===== config.mk =====
export PLATFORM = sky130hd
export DESIGN_NAME = lcd_frame_refresher_flat
export DESIGN_NICKNAME = d
export VERILOG_FILES = /design/src/rtl/lcd_frame_refresher_if.sv /design/src/rtl/lcd_frame_refresher.sv /design/src/flat_wrapper.sv
export SDC_FILE = /design/constraint.sdc
export NUM_CORES = 1
export LEC_CHECK = 0
export BUFFER_PORTS_ARGS = -buffer_cell sky130_fd_sc_hd__buf_2
export CORE_MARGIN = 2
export CORE_UTILIZATION = 53
export CTS_CLUSTER_DIAMETER = 50
export DETAILED_ROUTE_END_ITERATION = 10
export MAX_ROUTING_LAYER = met4
export PLACE_DENSITY = 0.69
export SYNTH_ARGS = -nofsm -noshare
export SYNTH_HDL_FRONTEND = slang
export SYNTH_SLANG_ARGS = --single-unit

===== constraint.sdc =====
create_clock -name clk -period 4.6 [get_ports clk]
set_input_delay 0.23 -clock clk [delete_from_list [all_inputs] [get_ports clk]]
set_output_delay 0.23 -clock clk [all_outputs]
set_load 0.05 [all_outputs]

===== src/rtl/lcd_frame_refresher_if.sv =====
// Handshake between the frame refresher and the LCD instruction transmitter.
//   next_instruction : 1-cycle pulse, db valid from this cycle (refresher -> transmitter)
//   db               : {RS, RW, D7..D0} instruction word   (refresher -> transmitter)
//   done             : 1-cycle pulse, instruction finished  (transmitter -> refresher)
interface lcd_frame_refresher_if;
  logic       next_instruction;
  logic [9:0] db;
  logic       done;

  modport master (output next_instruction, output db, input done);
  modport slave  (input next_instruction, input db, output done);
endinterface


===== src/rtl/lcd_frame_refresher.sv =====
// HD44780-class LCD sequencer: power-up wait, init instructions, clear wait,
// then repeated repaint of a LINES x COLS character frame buffer.
// Ports:
//   clk, reset (async, active-low)
//   enable               : start / keep running (sampled in IDLE and WAIT_REFRESH)
//   cfg_cursor/cfg_blink : C/B bits used when the display-control word is issued
//   wr_en/wr_addr/wr_data: host write into the frame buffer (addr = line*COLS+col)
//   refresh_req          : request an early repaint
//   lcd                  : transmitter handshake (next_instruction, db, done)
//   busy                 : high in every state except IDLE
//   frame_done           : 1-cycle pulse after the last character of a frame is acknowledged
module lcd_frame_refresher #(
  parameter int LINES       = 2,
  parameter int COLS        = 16,
  parameter int PWR_CYC     = 750000,
  parameter int CLR_CYC     = 82000,
  parameter int REFRESH_CYC = 50000000,
  parameter int AW          = (LINES * COLS > 1) ? $clog2(LINES * COLS) : 1
) (
  input  logic                  clk,
  input  logic                  reset,
  input  logic                  enable,
  input  logic                  cfg_cursor,
  input  logic                  cfg_blink,
  input  logic                  wr_en,
  input  logic [AW-1:0]         wr_addr,
  input  logic [7:0]            wr_data,
  input  logic                  refresh_req,
  lcd_frame_refresher_if.master lcd,
  output logic                  busy,
  output logic                  frame_done
);
  localparam int          DEPTH     = LINES * COLS;
  localparam logic [31:0] PWR_LAST  = 32'(PWR_CYC - 1);
  localparam logic [31:0] CLR_LAST  = 32'(CLR_CYC - 1);
  localparam logic [31:0] REF_LAST  = 32'(REFRESH_CYC - 1);
  localparam logic [1:0]  LAST_LINE = 2'(LINES - 1);
  localparam logic [4:0]  LAST_COL  = 5'(COLS - 1);
  localparam logic [9:0]  FUNC_WORD = (LINES == 1) ? 10'h030 : 10'h038;

  typedef enum logic [3:0] {
    IDLE, PWR_WAIT, FUNC_SET, ENTRY_MODE, DISP_CTRL,
    CLEAR, CLR_WAIT, SET_ADDR, WRITE_CHAR, WAIT_REFRESH
  } state_t;

  state_t      state_q, state_d;
  logic [1:0]  line_q, line_d;
  logic [4:0]  col_q, col_d;
  logic [31:0] cnt_q, cnt_d;
  logic        pend_q, pend_d;
  logic [9:0]  db_q, db_d;
  logic        ni_q, ni_d;
  logic        fd_q, fd_d;
  logic        issue;
  logic        in_wait;
  int          rd_idx;
  logic [7:0]  rd_char;
  logic [6:0]  base;
  logic [7:0]  buf_q [DEPTH];

  // Frame buffer. Out-of-range addresses match no entry and are dropped.
  // The character issued on a write edge is read from the pre-write contents.
  always_ff @(posedge clk or negedge reset) begin
    if (!reset) begin
      for (int i = 0; i < DEPTH; i++) buf_q[i] <= 8'h20;
    end else if (wr_en) begin
      for (int i = 0; i < DEPTH; i++) begin
        if (wr_addr == AW'(i)) buf_q[i] <= wr_data;
      end
    end
  end

  // State register and registered outputs.
  always_ff @(posedge clk or negedge reset) begin
    if (!reset) begin
      state_q <= IDLE;
      line_q  <= '0;
      col_q   <= '0;
      cnt_q   <= '0;
      pend_q  <= 1'b0;
      db_q    <= '0;
      ni_q    <= 1'b0;
      fd_q    <= 1'b0;
    end else begin
      state_q <= state_d;
      line_q  <= line_d;
      col_q   <= col_d;
      cnt_q   <= cnt_d;
      pend_q  <= pend_d;
      db_q    <= db_d;
      ni_q    <= ni_d;
      fd_q    <= fd_d;
    end
  end

  // Next-state logic.
  always_comb begin
    state_d = state_q;
    line_d  = line_q;
    col_d   = col_q;
    pend_d  = pend_q;
    if (refresh_req && state_q != IDLE && state_q != WAIT_REFRESH) pend_d = 1'b1;
    case (state_q)
      IDLE:       if (enable) state_d = PWR_WAIT;
      PWR_WAIT:   if (cnt_q == PWR_LAST) state_d = FUNC_SET;
      FUNC_SET:   if (lcd.done) state_d = ENTRY_MODE;
      ENTRY_MODE: if (lcd.done) state_d = DISP_CTRL;
      DISP_CTRL:  if (lcd.done) state_d = CLEAR;
      CLEAR:      if (lcd.done) state_d = CLR_WAIT;
      CLR_WAIT: begin
        if (cnt_q == CLR_LAST) begin
          state_d = SET_ADDR;
          line_d  = '0;
        end
      end
      SET_ADDR: begin
        if (lcd.done) begin
          state_d = WRITE_CHAR;
          col_d   = '0;
        end
      end
      WRITE_CHAR: begin
        if (lcd.done) begin
          if (col_q != LAST_COL) begin
            col_d = col_q + 5'd1;
          end else begin
            col_d = '0;
            if (line_q != LAST_LINE) begin
              line_d  = line_q + 2'd1;
              state_d = SET_ADDR;
            end else begin
              line_d  = '0;
              state_d = WAIT_REFRESH;
            end
          end
        end
      end
      WAIT_REFRESH: begin
        if (!enable) begin
          state_d = IDLE;
        end else if (pend_q || refresh_req) begin
          state_d = SET_ADDR;
          line_d  = '0;
          pend_d  = 1'b0;
        end else if (cnt_q == REF_LAST) begin
          state_d = SET_ADDR;
          line_d  = '0;
        end
      end
      default: state_d = IDLE;
    endcase

    // Wait counter restarts at zero whenever a wait state is entered.
    in_wait = (state_q == PWR_WAIT) || (state_q == CLR_WAIT) || (state_q == WAIT_REFRESH);
    cnt_d   = (in_wait && state_d == state_q) ? cnt_q + 32'd1 : 32'd0;
  end

  // Character for the position being entered (lookahead on line_d/col_d so
  // db is ready on the same edge as the state change).
  always_comb begin
    rd_idx  = int'(line_d) * COLS + int'(col_d);
    rd_char = 8'h20;
    for (int i = 0; i < DEPTH; i++) begin
      if (rd_idx == i) rd_char = buf_q[i];
    end
    case (line_d)
      2'd0:    base = 7'h00;
      2'd1:    base = 7'h40;
      2'd2:    base = 7'h14;
      default: base = 7'h54;
    endcase
  end

  // Output logic: a new word is launched on every state change and on each
  // in-place character advance; entering IDLE or a wait state clears db.
  always_comb begin
    db_d  = db_q;
    ni_d  = 1'b0;
    fd_d  = (state_q == WRITE_CHAR) && (state_d == WAIT_REFRESH);
    issue = (state_d != state_q) || (state_q == WRITE_CHAR && lcd.done);
    if (issue) begin
      ni_d = 1'b1;
      case (state_d)
        FUNC_SET:   db_d = FUNC_WORD;
        ENTRY_MODE: db_d = 10'h006;
        DISP_CTRL:  db_d = {8'h03, cfg_cursor, cfg_blink};
        CLEAR:      db_d = 10'h001;
        SET_ADDR:   db_d = {3'b001, base};
        WRITE_CHAR: db_d = {2'b10, rd_char};
        default: begin
          db_d = '0;
          ni_d = 1'b0;
        end
      endcase
    end
  end

  assign lcd.db               = db_q;
  assign lcd.next_instruction = ni_q;
  assign busy                 = (state_q != IDLE);
  assign frame_done           = fd_q;
endmodule


===== src/flat_wrapper.sv =====
// flat-port wrapper written by rule: the top's interface ports become plain ports
module lcd_frame_refresher_flat 
#(
  parameter int LINES       = 2,
  parameter int COLS        = 16,
  parameter int PWR_CYC     = 750000,
  parameter int CLR_CYC     = 82000,
  parameter int REFRESH_CYC = 50000000,
  parameter int AW          = (LINES * COLS > 1) ? $clog2(LINES * COLS) : 1
)
  (clk, reset, enable, cfg_cursor, cfg_blink, wr_en, wr_addr, wr_data, refresh_req, busy, frame_done, lcd_next_instruction, lcd_db, lcd_done);
  lcd_frame_refresher_if lcd_i ();
  input  logic clk;
  input  logic reset;
  input  logic enable;
  input  logic cfg_cursor;
  input  logic cfg_blink;
  input  logic wr_en;
  input  logic [AW-1:0] wr_addr;
  input  logic [7:0] wr_data;
  input  logic refresh_req;
  output logic busy;
  output logic frame_done;
  output wire logic [$bits(lcd_i.next_instruction)-1:0] lcd_next_instruction;
  output wire logic [$bits(lcd_i.db)-1:0] lcd_db;
  input wire logic [$bits(lcd_i.done)-1:0] lcd_done;
  assign lcd_next_instruction = lcd_i.next_instruction;
  assign lcd_db = lcd_i.db;
  assign lcd_i.done = lcd_done;
  lcd_frame_refresher #(.LINES(LINES), .COLS(COLS), .PWR_CYC(PWR_CYC), .CLR_CYC(CLR_CYC), .REFRESH_CYC(REFRESH_CYC), .AW(AW)) u_core (.clk(clk), .reset(reset), .enable(enable), .cfg_cursor(cfg_cursor), .cfg_blink(cfg_blink), .wr_en(wr_en), .wr_addr(wr_addr), .wr_data(wr_data), .refresh_req(refresh_req), .lcd(lcd_i), .busy(busy), .frame_done(frame_done));
endmodule

==> impl_results.md, run 1 <==
- Top post-synthesis cells by area: dfrtp_1, mux2_2, dfstp_2, nor2_1, nand2_1
- Status: finished, final reports clean
- Chip height: 176.5 um
- Port buffer count: 32
- GP Congestion: 0.9919
- Main synth FF type: dfrtp_1
- WP buf/inv: 1
- CP max stage cell: dfrtp_1
- Placement Cell Area: 16,500 um^2
- Period utilization: 0.9416
- Area of the mapped netlist: 15,780 um^2
- RSZ-0062 raised after global routing: false
- Setup ws final: 0.2687 ns
- Maximum clock rate: 0.2309 GHz
- Ports: 34
- Starting density of the core: 0.5351
- Ys async rst share: 1.000
- CTS Buf Count: 40
- First-pass GRT wire length: 75.24 mm
- Worst-path maximum fanout: 9
- Post-synthesis sequential area ratio: 0.4959
- Register bit total from synthesis: 311
- Post-Synthesis Cells: 1,408
- Total grt overflow: 0
- Tightest Pin Transition: 1.047 ns
- Max_slew headroom: 0.3022
- Hold Path Stages: 5
- Final ANT Viol Nets: 0
- Clk buf depth: 3
- Via-to-Cell Ratio: 6.640
- Min-delay worst type: input pin to register
- Post-layout instance area: 17,930 um^2
- CTS HTree Levels: 2
- Dominant cell type by area after synthesis: dfrtp_1
- TritonCTS clock tree: built
- Residual DRC: 0
- Drt total wl: 48.56 mm
- CP cell instances: or3b_1, nor4_1, nand4_1, a21oi_1, o22ai_1, ha_1, ha_1, nor3_1, buf_4, nand3_2, a31oi_1, o22ai_1, a31oi_1, o311ai_1, nand3_1
- Endpoints failing hold: 0
- Max cap viols: 0
- Most common library cells after synthesis: dfrtp_1, mux2_2, nor2_1
- Post-synth EDFFs: 0
- Crit path DAT: 4.80 ns
- Final #Nets: 1,468
- Share of cells above drive strength 1: 0.3324
- Initial drt markers: 1,483
- Syn avg cell area: 11.20 um^2
- Synth unique cells: 93
- Later-pin clock latency in the skew report: 0.54 ns
- Reg area: 7823 um^2
- Startpoint type of the worst setup path: register
- Worst vdd ir: 0.0002925 V
- Crit path time final: 4.331 ns
- Root Buffer: clkbuf_16
- Detailed-placement wirelength estimate: 32.55 mm
- Ys Warns: 0
- Global-route usage over all layers: 0.3254
- Fin. max-slew vios: 0
- Total number of vias: 12.38k
- Worst slack, placed: 0.1042 ns
- DIE AREA: 31,160 um^2
- Critical Path Stages: 15
- Setup crit end kind: register
- Slowest stage delay, CP: 0.43 ns
- PwrDens: 553.1 nW/um^2
- Antenna violations before repair: 1
- Clk pin slew, worst setup/hold paths: 0.05 ns
- Largest net degree at the start of global routing: 106
- # diodes: 0
- Synth top area share: 0.4426
- Syn nets: 1,433
- Setup Skew: 0.02946 ns
- Filler cell count: 2,432
- Leak: 7.524 nW
- Crit Path Class: register to register
- Number of global-route vias before repair: 12.27k
- Clk sink count: 311
- Area of the multi-input gates: 7559 um^2
- Die W: 176.5 um
- Worst endpoint required time: 5.07 ns
- Core box area: 29,480 um^2
- Top delay family on crit path: simple AND/OR/NAND/NOR gates
- DR pass1 iterations: 7
- Top-count cell post-synth: dfrtp_1
- Synthesis-to-finish area growth: 13.65%
- R2R depth: 15
- Final Setup Violations: 0
- Wire per inst: 26.05 um
- TNS Setup: 0 ns
- Num rows: 63
-- cell families (layout without fill, tap and decap cells) --
kind of cell / count (synthesis) / count (layout) / synth area share
AND/OR/NAND/NOR: 389 / 389 / 0.1255
flip-flops: 311 / 311 / 0.4959
AO/OA/AOI/OAI: 299 / 299 / 0.1410
multiplexers: 259 / 259 / 0.1846
buffers and inverters: 112 / 178 / 0.03125
XOR/XNOR: 33 / 33 / 0.01832
adder cells (fa/ha/maj): 4 / 4 / 0.003173
other: 1 / 1 / 0.0002377
-- report_power, final --
group          leakage [nW]  total, mW  internal [mW]  switching [mW]
registers              3.94       3.62           3.29           0.334
clock network         0.646       3.15           1.93            1.22
logic                  2.94       3.14           1.15            2.00
total                  7.52       9.92           6.37            3.55
-- sequential cells by signal (all words and copies together), names as in the netlist --
signal / cells
u_core.col_q: 5
u_core.frame_done: 1
u_core.line_q: 2
u_core.state_q: 4
u_core.lcd.db: 9
u_core.buf_q: 256
u_core.lcd.next_instruction: 1
u_core.pend_q: 1
u_core.cnt_q: 32
-- metal layers --
layer / vias up / GRT usage / routed length (um)
li1: 5335 / - / -
met1: 6359 / 0.4538 / 21220
met2: 573 / 0.4837 / 21900
met3: 110 / 0.05943 / 3910
met4: 0 / 0.1047 / 1525
met5: - / - / 0
-- final timing paths --
| check | from | to | slack, ns |
|---|---|---|---|
| hold reg to reg | u_core.cnt_q[0] | u_core.cnt_q[0] | 0.46 |
| max in group asynchronous | reset | u_core.buf_q[103] | 3.00 |
| setup / recovery | u_core.cnt_q[6] | u_core.lcd.db[1] | 0.27 |
| setup reg to reg | u_core.cnt_q[6] | u_core.lcd.db[1] | 0.27 |
| min in group asynchronous | reset | u_core.buf_q[51] | 0.31 |
| hold / removal | cfg_cursor | u_core.lcd.db[1] | 0.12 |
-- worst register-to-register path, delay by kind of cell (launching register included) --
family	cells	cell delay, ns
AND/OR/NAND/NOR	6	1.70
AO/OA/AOI/OAI	6	1.41
adder cells (fa/ha/maj)	2	0.54
flip-flops	1	0.43
buffers and inverters	1	0.21
-- final cells by class --
| class | instances | area share |
|---|---|---|
| timing repair buffer | 88 | 0.03601 |
| sequential | 311 | 0.4363 |
| clock inverter | 20 | 0.01326 |
| clock buffer | 53 | 0.06190 |
| multi-input combinational | 985 | 0.4216 |
| tap | 390 | 0.02722 |
| inverter | 17 | 0.003699 |
-- through the flow --
| step | power (mW) | cells | hold WS [ns] | util |
|---|---|---|---|---|
| 2_1_floorplan | 5.560 | 1408 | -0.06559 | - |
| 3_3_place_gp | 6.640 | 1788 | 0.3188 | 0.5598 |
| 3_5_place_dp | 6.679 | 1788 | 0.3205 | 0.5598 |
| 4_1_cts | 9.838 | 1863 | 0.1230 | 0.6062 |
| 5_1_grt | 10.30 | 1864 | 0.1533 | 0.6081 |
| 6_report | 9.916 | 1864 | 0.1227 | 0.6081 |
-- layout by cell type (no fill, tap or decap), types with 7 or more instances in the layout --
master / instances
buf_4: 50
clkbuf_1: 7
a211oi_1: 10
mux2_2: 256
nor4_1: 8
o22ai_1: 28
dfstp_2: 32
xnor2_1: 20
inv_1: 13
dfrtp_1: 279
a22o_1: 7
and3_1: 13
o211ai_1: 13
nor2_1: 111
a222oi_1: 7
nand2_1: 96
o21ai_0: 38
nand2b_1: 13
or3_1: 8
nand3_1: 40
nor3_1: 26
nand4_1: 16
a21oi_1: 42
xor2_1: 13
a22oi_1: 23
clkbuf_16: 40
a31oi_1: 15
buf_2: 31
a221oi_1: 16
o221ai_1: 9
a32oi_1: 11
-- timing repair --
action	in CTS	in global routing
endpoints found under the setup margin	0	7
buffers inserted	0	1
hold buffers	2	0
resized for setup	0	8
hold endpoints to repair	95	0
Note: power is estimated with default switching activity, not from simulation.
==> run 2: changes to the inputs <==
Settings changed: CORE_ASPECT_RATIO set to 0.75, GPL_TIMING_DRIVEN set to 0.
Clock period 4.6 ns to 4.31 ns, I/O delays scaled along.
==> run 2 against run 1 <==
  * Cell count grew 2.8%
  * Non-clock buffer count rose by 59
  * Critical path depth increased by 3
  * First-iteration DRC count grew 15%
  * Sequential share of layout area down 0.95 points
  * Worst setup slack worse by 0.18 ns
  * Design area is 2.2% higher
  * Via count increased by 5.5%
  * Clock skew is 0.0064 ns lower
  * Critical endpoint is now u_core.lcd.db[4]
  * Global-route usage increased by 2.8 points
==> impl_results.md, run 2 (same netlist as run 1, synthesis figures left out) <==
- Synthesis-to-finish area growth: 16.20%
- Total number of vias: 13.06k (+5.5%)
- Drt total wl: 53.20 mm (+9.6%)
- Chip height: 153.4 um (-13%)
- Clk pin slew, worst setup/hold paths: 0.06 ns (about the same)
- FF-to-FF Start: u_core.state_q[0]
- Clk sink count: 311 (unchanged)
- Worst endpoint required time: 4.75 ns (-0.32 ns)
- Power Total: 10.74 mW (+8.3%)
- Starting density of the core: 0.5405 (+0.005367)
- Total grt overflow: 0 (unchanged)
- Largest net degree at the start of global routing: 126 (+19%)
- Setup ws final: 0.09039 ns (-0.1783 ns)
- DIE AREA: 31,180 um^2 (about the same)
- WP buf/inv: 3 (+2)
- Worst-path maximum fanout: 10 (+1)
- GP Congestion: 0.9411 (-5.1%)
- TNS Setup: 0 ns (unchanged)
- Root Buffer: clkbuf_16
- PwrDens: 585.7 nW/um^2 (+5.9%)
- Top reg by flops: u_core.buf_q
- CTS Buf Count: 36 (-10%)
- Endpoints failing hold: 0 (unchanged)
- Worst slack, placed: -1.676 ns (-1.780 ns)
- Leak: 7.618 nW (+1.3%)
- Crit path time final: 4.220 ns (-0.1117 ns)
- Core box area: 29,190 um^2 (-0.99%)
- Min-delay worst type: input pin to register
- Final #Nets: 1,523 (+3.7%)
- Die W: 203.2 um (+15%)
- Via-to-Cell Ratio: 6.811 (+2.6%)
- Post-layout instance area: 18,330 um^2 (+2.2%)
- Tightest Pin Transition: 1.093 ns (+0.04659 ns)
- Max_slew headroom: 0.2684 (-0.03375)
- Port buffer count: 28 (-13%)
- Initial drt markers: 1,707 (+15%)
- Crit Path Class: register to register
- Startpoint type of the worst setup path: register
- Number of global-route vias before repair: 12.76k (+4.0%)
- Crit path DAT: 4.66 ns (-0.14 ns)
- Clk buf depth: 3 (unchanged)
- Slowest stage delay, CP: 0.53 ns (+0.10 ns)
- Final ANT Viol Nets: 0 (unchanged)
- First-pass GRT wire length: 80.14 mm (+6.5%)
- Setup Skew: 0.02310 ns (-0.006357 ns)
- Global-route usage over all layers: 0.3530 (+0.02757)
- Later-pin clock latency in the skew report: 0.55 ns (about the same)
- Final Setup Violations: 0 (unchanged)
- Max FFs per register: 256 (unchanged)
- Max cap viols: 0 (unchanged)
- Hold Path Origin: wr_data[0]
- Placement Cell Area: 16,510 um^2 (about the same)
- TritonCTS clock tree: built
- Ports: 34 (unchanged)
- Worst vdd ir: 0.0003298 V (+13%)
- Most common cell after layout, fill and taps aside: dfrtp_1
- CP cell instances: buf_6, or4b_4, nor4_4, nand4_1, buf_4, nand2_1, o22ai_4, ha_4, ha_4, or3_4, a221oi_4, buf_12, nand2_4, a21oi_4, a2bb2oi_4, o31a_1, o21ai_1, a21oi_2
- Share of cells above drive strength 1: 0.3430 (+0.01052)
- Worst Setup SP: u_core.state_q[0]
- CP max stage cell: or4b_4
- Antenna violations before repair: 0 (-1)
- Status: finished, final reports clean
- Num rows: 54 (-14%)
- Maximum clock rate: 0.2370 GHz (+2.6%)
- Setup crit end kind: register
- Period utilization: 0.9790 (+0.03744)
- Fin. max-slew vios: 0 (unchanged)
- DR pass1 iterations: 5 (-2)
- Top delay family on crit path: simple AND/OR/NAND/NOR gates
- Commonest non-fill, non-tap cells in the layout: dfrtp_1, mux2_2, nor2_1, nand2_1
- CTS HTree Levels: 2 (unchanged)
- Filler cell count: 2,333 (-4.1%)
- # diodes: 0 (unchanged)
- Fin Hold WS: 0.03538 ns (-0.08734 ns)
- Wire per inst: 27.75 um (+6.5%)
- Detailed-placement wirelength estimate: 36.30 mm (+12%)
- Residual DRC: 0 (unchanged)
- Most used cell, CP: ha_4
run 2: worst paths after layout:
kind                                    endpoint  cells after the start  slack (ns)
worst max-delay path            u_core.lcd.db[4]                     18        0.09
worst min-delay path            u_core.buf_q[96]                      2        0.04
worst max register to register  u_core.lcd.db[4]                     18        0.09
worst min register to register  u_core.lcd.db[9]                      2        0.47
max in group asynchronous       u_core.buf_q[15]                      3        2.89
min in group asynchronous       u_core.cnt_q[13]                      2        0.28
run 2: report_power, final:
group	leakage, nW	switching, mW	internal (mW)
registers	3.94	0.352	3.51
logic	3.09	2.37	1.31
clock network	0.593	1.30	1.89
run 2: timing repair:
item                       4_1_cts  5_1_grt
pin swaps                       13       13
hold endpoints to repair        91        0
setup endpoints to repair        8        8
hold buffers                     5        0
setup buffers                   13        3
resized for setup               64       22
run 2: area by class of cell:
| type | instances | area (um^2) | area share |
|---|---|---|---|
| Inverter | 17 | 66.31 | 0.003618 |
| Clock buffer | 52 | 1051 | 0.05733 |
| Sequential cell | 311 | 7825 | 0.4269 |
| Multi-Input combinational cell | 985 | 7873 | 0.4295 |
| Tap cell | 392 | 490.5 | 0.02676 |
| Timing Repair Buffer | 53 | 402.9 | 0.02198 |
| Buffer | 94 | 446.7 | 0.02437 |
| Clock inverter | 13 | 176.4 | 0.009624 |
run 2: per-layer routing:
| layer | global-route usage | share of wire | up-vias |
|---|---|---|---|
| met2 | 0.4772 | 0.42 | 825 |
| met1 | 0.5126 | 0.43 | 6618 |
| li1 | - | - | 5457 |
| met4 | 0.1213 | 0.032 | 0 |
| met3 | 0.08998 | 0.12 | 156 |
| met5 | - | 0 | - |
run 2: metrics by stage:
stage	util	instances
after floorplan	-	1408
after global placement	0.5621	1828
after detailed placement	0.5658	1832
after CTS	0.6242	1914
after global routing	0.6280	1917
final	0.6280	1917
==> run 3: changes to the inputs <==
Settings changed: HOLD_SLACK_MARGIN set to 0.12.
==> run 3 against run 2 <==
  * Die area unchanged
  * First-iteration DRC count decreased by 4.6%
  * Sequential cell count unchanged
  * Cell count increased by 0.21%
  * Maximum frequency about the same
  * Register-to-register slack about the same
  * Wire length about the same
  * Core utilization increased by 0.14 points
  * Critical path type unchanged
  * Design area increased by 0.22%
  * Worst setup slack got worse by 0.0016 ns
  * Highest routed layer unchanged
  * Sequential share of layout area decreased by 0.093 points
==> impl_results.md, run 3 (same netlist as run 1, synthesis figures left out) <==
- Clk pin slew, worst setup/hold paths: 0.06 ns (about the same)
- Starting density of the core: 0.5405 (unchanged)
- Worst endpoint required time: 4.75 ns (about the same)
- Residual DRC: 0 (unchanged)
- Via-to-Cell Ratio: 6.791 (-0.28%)
- TNS Setup: 0 ns (unchanged)
- Share of cells above drive strength 1: 0.3421 (-0.0008972)
- Crit path time final: 4.221 ns (+0.001602 ns)
- Share of power burned in registers: 0.359 (about the same)
- Total grt overflow: 0 (unchanged)
- CTS HTree Levels: 2 (unchanged)
- Later-pin clock latency in the skew report: 0.56 ns (about the same)
- Leak: 7.635 nW (+0.22%)
- Fin Hold WS: 0.1385 ns (+0.1031 ns)
- Num rows: 54 (unchanged)
- # diodes: 0 (unchanged)
- Root Buffer: clkbuf_16
- Max cap viols: 0 (unchanged)
- Dpl cells: 1,832 (unchanged)
- Startpoint type of the worst setup path: register
- Setup ws final: 0.08879 ns (-0.001602 ns)
- Drt total wl: 53.18 mm (about the same)
- Maximum clock rate: 0.2369 GHz (about the same)
- GP Congestion: 0.9411 (unchanged)
- Comb pwr share: 0.344 (about the same)
- Worst vdd ir: 0.0003298 V (about the same)
- GRT busiest layer: met1
- Detailed-placement wirelength estimate: 36.30 mm (unchanged)
- Max_slew headroom: 0.2664 (-0.001989)
- Fin. max-slew vios: 0 (unchanged)
- Synthesis-to-finish area growth: 16.46%
- Top reg by flops: u_core.buf_q
- Period utilization: 0.9794 (about the same)
- Min-delay worst type: input pin to register
- Routing usage on met3: 0.08998 (unchanged)
- Internal power: 6.715 mW (about the same)
- Final Setup Violations: 0 (unchanged)
- DIE AREA: 31,180 um^2 (unchanged)
- Core box area: 29,190 um^2 (unchanged)
- Psw: 4.022 mW (about the same)
- Post-layout instance area: 18,370 um^2 (+0.22%)
- Clock share of power: 0.297 (about the same)
- Net Sw Frac: 0.3746 (about the same)
- Commonest non-fill, non-tap cells in the layout: dfrtp_1, mux2_2, nor2_1, nand2_1
- Max FFs per register: 256 (unchanged)
- Largest net degree at the start of global routing: 126 (unchanged)
- Status: finished, final reports clean
- Setup crit end kind: register
- Worst slack, placed: -1.676 ns (unchanged)
- TritonCTS clock tree: built
- Final #Nets: 1,527 (+0.26%)
- Clk buf depth: 3 (unchanged)
- Ports: 34 (unchanged)
- Wire per inst: 27.68 um (-0.25%)
- Final non-filler cell total: 1,921 (+0.21%)
- DR pass1 iterations: 6 (+1)
- Clk sink count: 311 (unchanged)
- Met1 Track Usage GR: 0.5128 (about the same)
- PwrDens: 584.4 nW/um^2 (-0.21%)
- Most common cell after layout, fill and taps aside: dfrtp_1
- Number of global-route vias before repair: 12.79k (+0.22%)
- Crit Path Class: register to register
- Total number of vias: 13.05k (-0.077%)
- Die W: 203.2 um (unchanged)
- First-pass GRT wire length: 80.25 mm (+0.15%)
- CTS Buf Count: 36 (unchanged)
- Setup Skew: 0.02524 ns (+0.002132 ns)
- Global-route usage over all layers: 0.3535 (+0.0004799)
- Crit path DAT: 4.66 ns (about the same)
- Chip height: 153.4 um (unchanged)
- Initial drt markers: 1,628 (-4.6%)
- Worst-path maximum fanout: 10 (unchanged)
- Final ANT Viol Nets: 0 (unchanged)
- Port buffer count: 28 (unchanged)
- Placement Cell Area: 16,510 um^2 (unchanged)
- Endpoints failing hold: 0 (unchanged)
- Tightest Pin Transition: 1.094 ns (+0.001060 ns)
- Met2 global-route usage: 0.4786 (+0.001463)
- Antenna violations before repair: 0 (unchanged)
[run 3: cell count changes in the layout (fill, tap and decap cells not counted)]
cell           previous run  this run
dlygate4sd3_1             5         9
[run 3: final timing paths]
| kind | startpoint | end | slack (ns) | depth (start not counted) |
|---|---|---|---|---|
| worst min register to register | u_core.cnt_q[0] | u_core.cnt_q[0] | 0.47 | 1 |
| worst min-delay path | enable | u_core.pend_q | 0.14 | 5 |
| min in group asynchronous | reset | u_core.cnt_q[13] | 0.30 | 2 |
| worst max-delay path | u_core.state_q[0] | u_core.lcd.db[4] | 0.09 | 18 |
| worst max register to register | u_core.state_q[0] | u_core.lcd.db[4] | 0.09 | 18 |
| max in group asynchronous | reset | u_core.buf_q[15] | 2.91 | 3 |
[run 3: layout make-up]
type / instances / area, um^2
fillers: 2330 / 10820
multi-input cells: 985 / 7873
flip-flops and latches: 311 / 7825
clock buffers: 52 / 1051
well taps: 392 / 490.5
plain buffers: 94 / 446.7
repair buffers: 57 / 442.9
clock inverters: 13 / 176.4
inverters: 17 / 66.31
[run 3: metal layers]
| layer | vias up | wire (um) |
|---|---|---|
| met5 | - | 0 |
| met4 | 0 | 1687 |
| met3 | 161 | 6646 |
| met2 | 835 | 22190 |
| met1 | 6579 | 22650 |
| li1 | 5471 | - |
[run 3: repair_timing]
item / 4_1_cts / 5_1_grt
hold buffers: 9 / 0
hold endpoints to repair: 101 / 0
pin swaps: 13 / 13
setup endpoints to repair: 8 / 8
buffers inserted: 13 / 3
gates resized for setup: 64 / 22
[run 3: power by group through the flow]
| stage | clock network (mW) | registers, mW | logic [mW] |
|---|---|---|---|
| 6_report | 3.19 | 3.86 | 3.69 |
| 5_1_grt | 3.33 | 3.91 | 3.88 |
| 4_1_cts | 3.20 | 3.84 | 3.52 |
| 3_5_place_dp | 0 | 3.88 | 3.21 |
| 3_3_place_gp | 0 | 3.86 | 3.16 |
| 2_1_floorplan | 0 | 3.87 | 2.06 |
[run 3: critical path: stages (launching register included)]
cell       delay [ns]
dfrtp_1          0.37
buf_6            0.15
or4b_4           0.53
nor4_4           0.16
nand4_1          0.11
buf_4            0.17
nand2_1          0.10
o22ai_4          0.10
ha_4             0.18
ha_4             0.26
or3_4            0.46
a221oi_4         0.25
buf_12           0.16
nand2_4          0.12
a21oi_4          0.19
a2bb2oi_4        0.23
o31a_1           0.23
o21ai_1          0.12
a21oi_2          0.22
[run 3: stage by stage]
stage	util	total power, mW
floorplan	-	5.934
global placement	0.5621	7.013
detailed placement	0.5658	7.088
CTS	0.6256	10.56
global route	0.6294	11.11
finish	0.6294	10.74
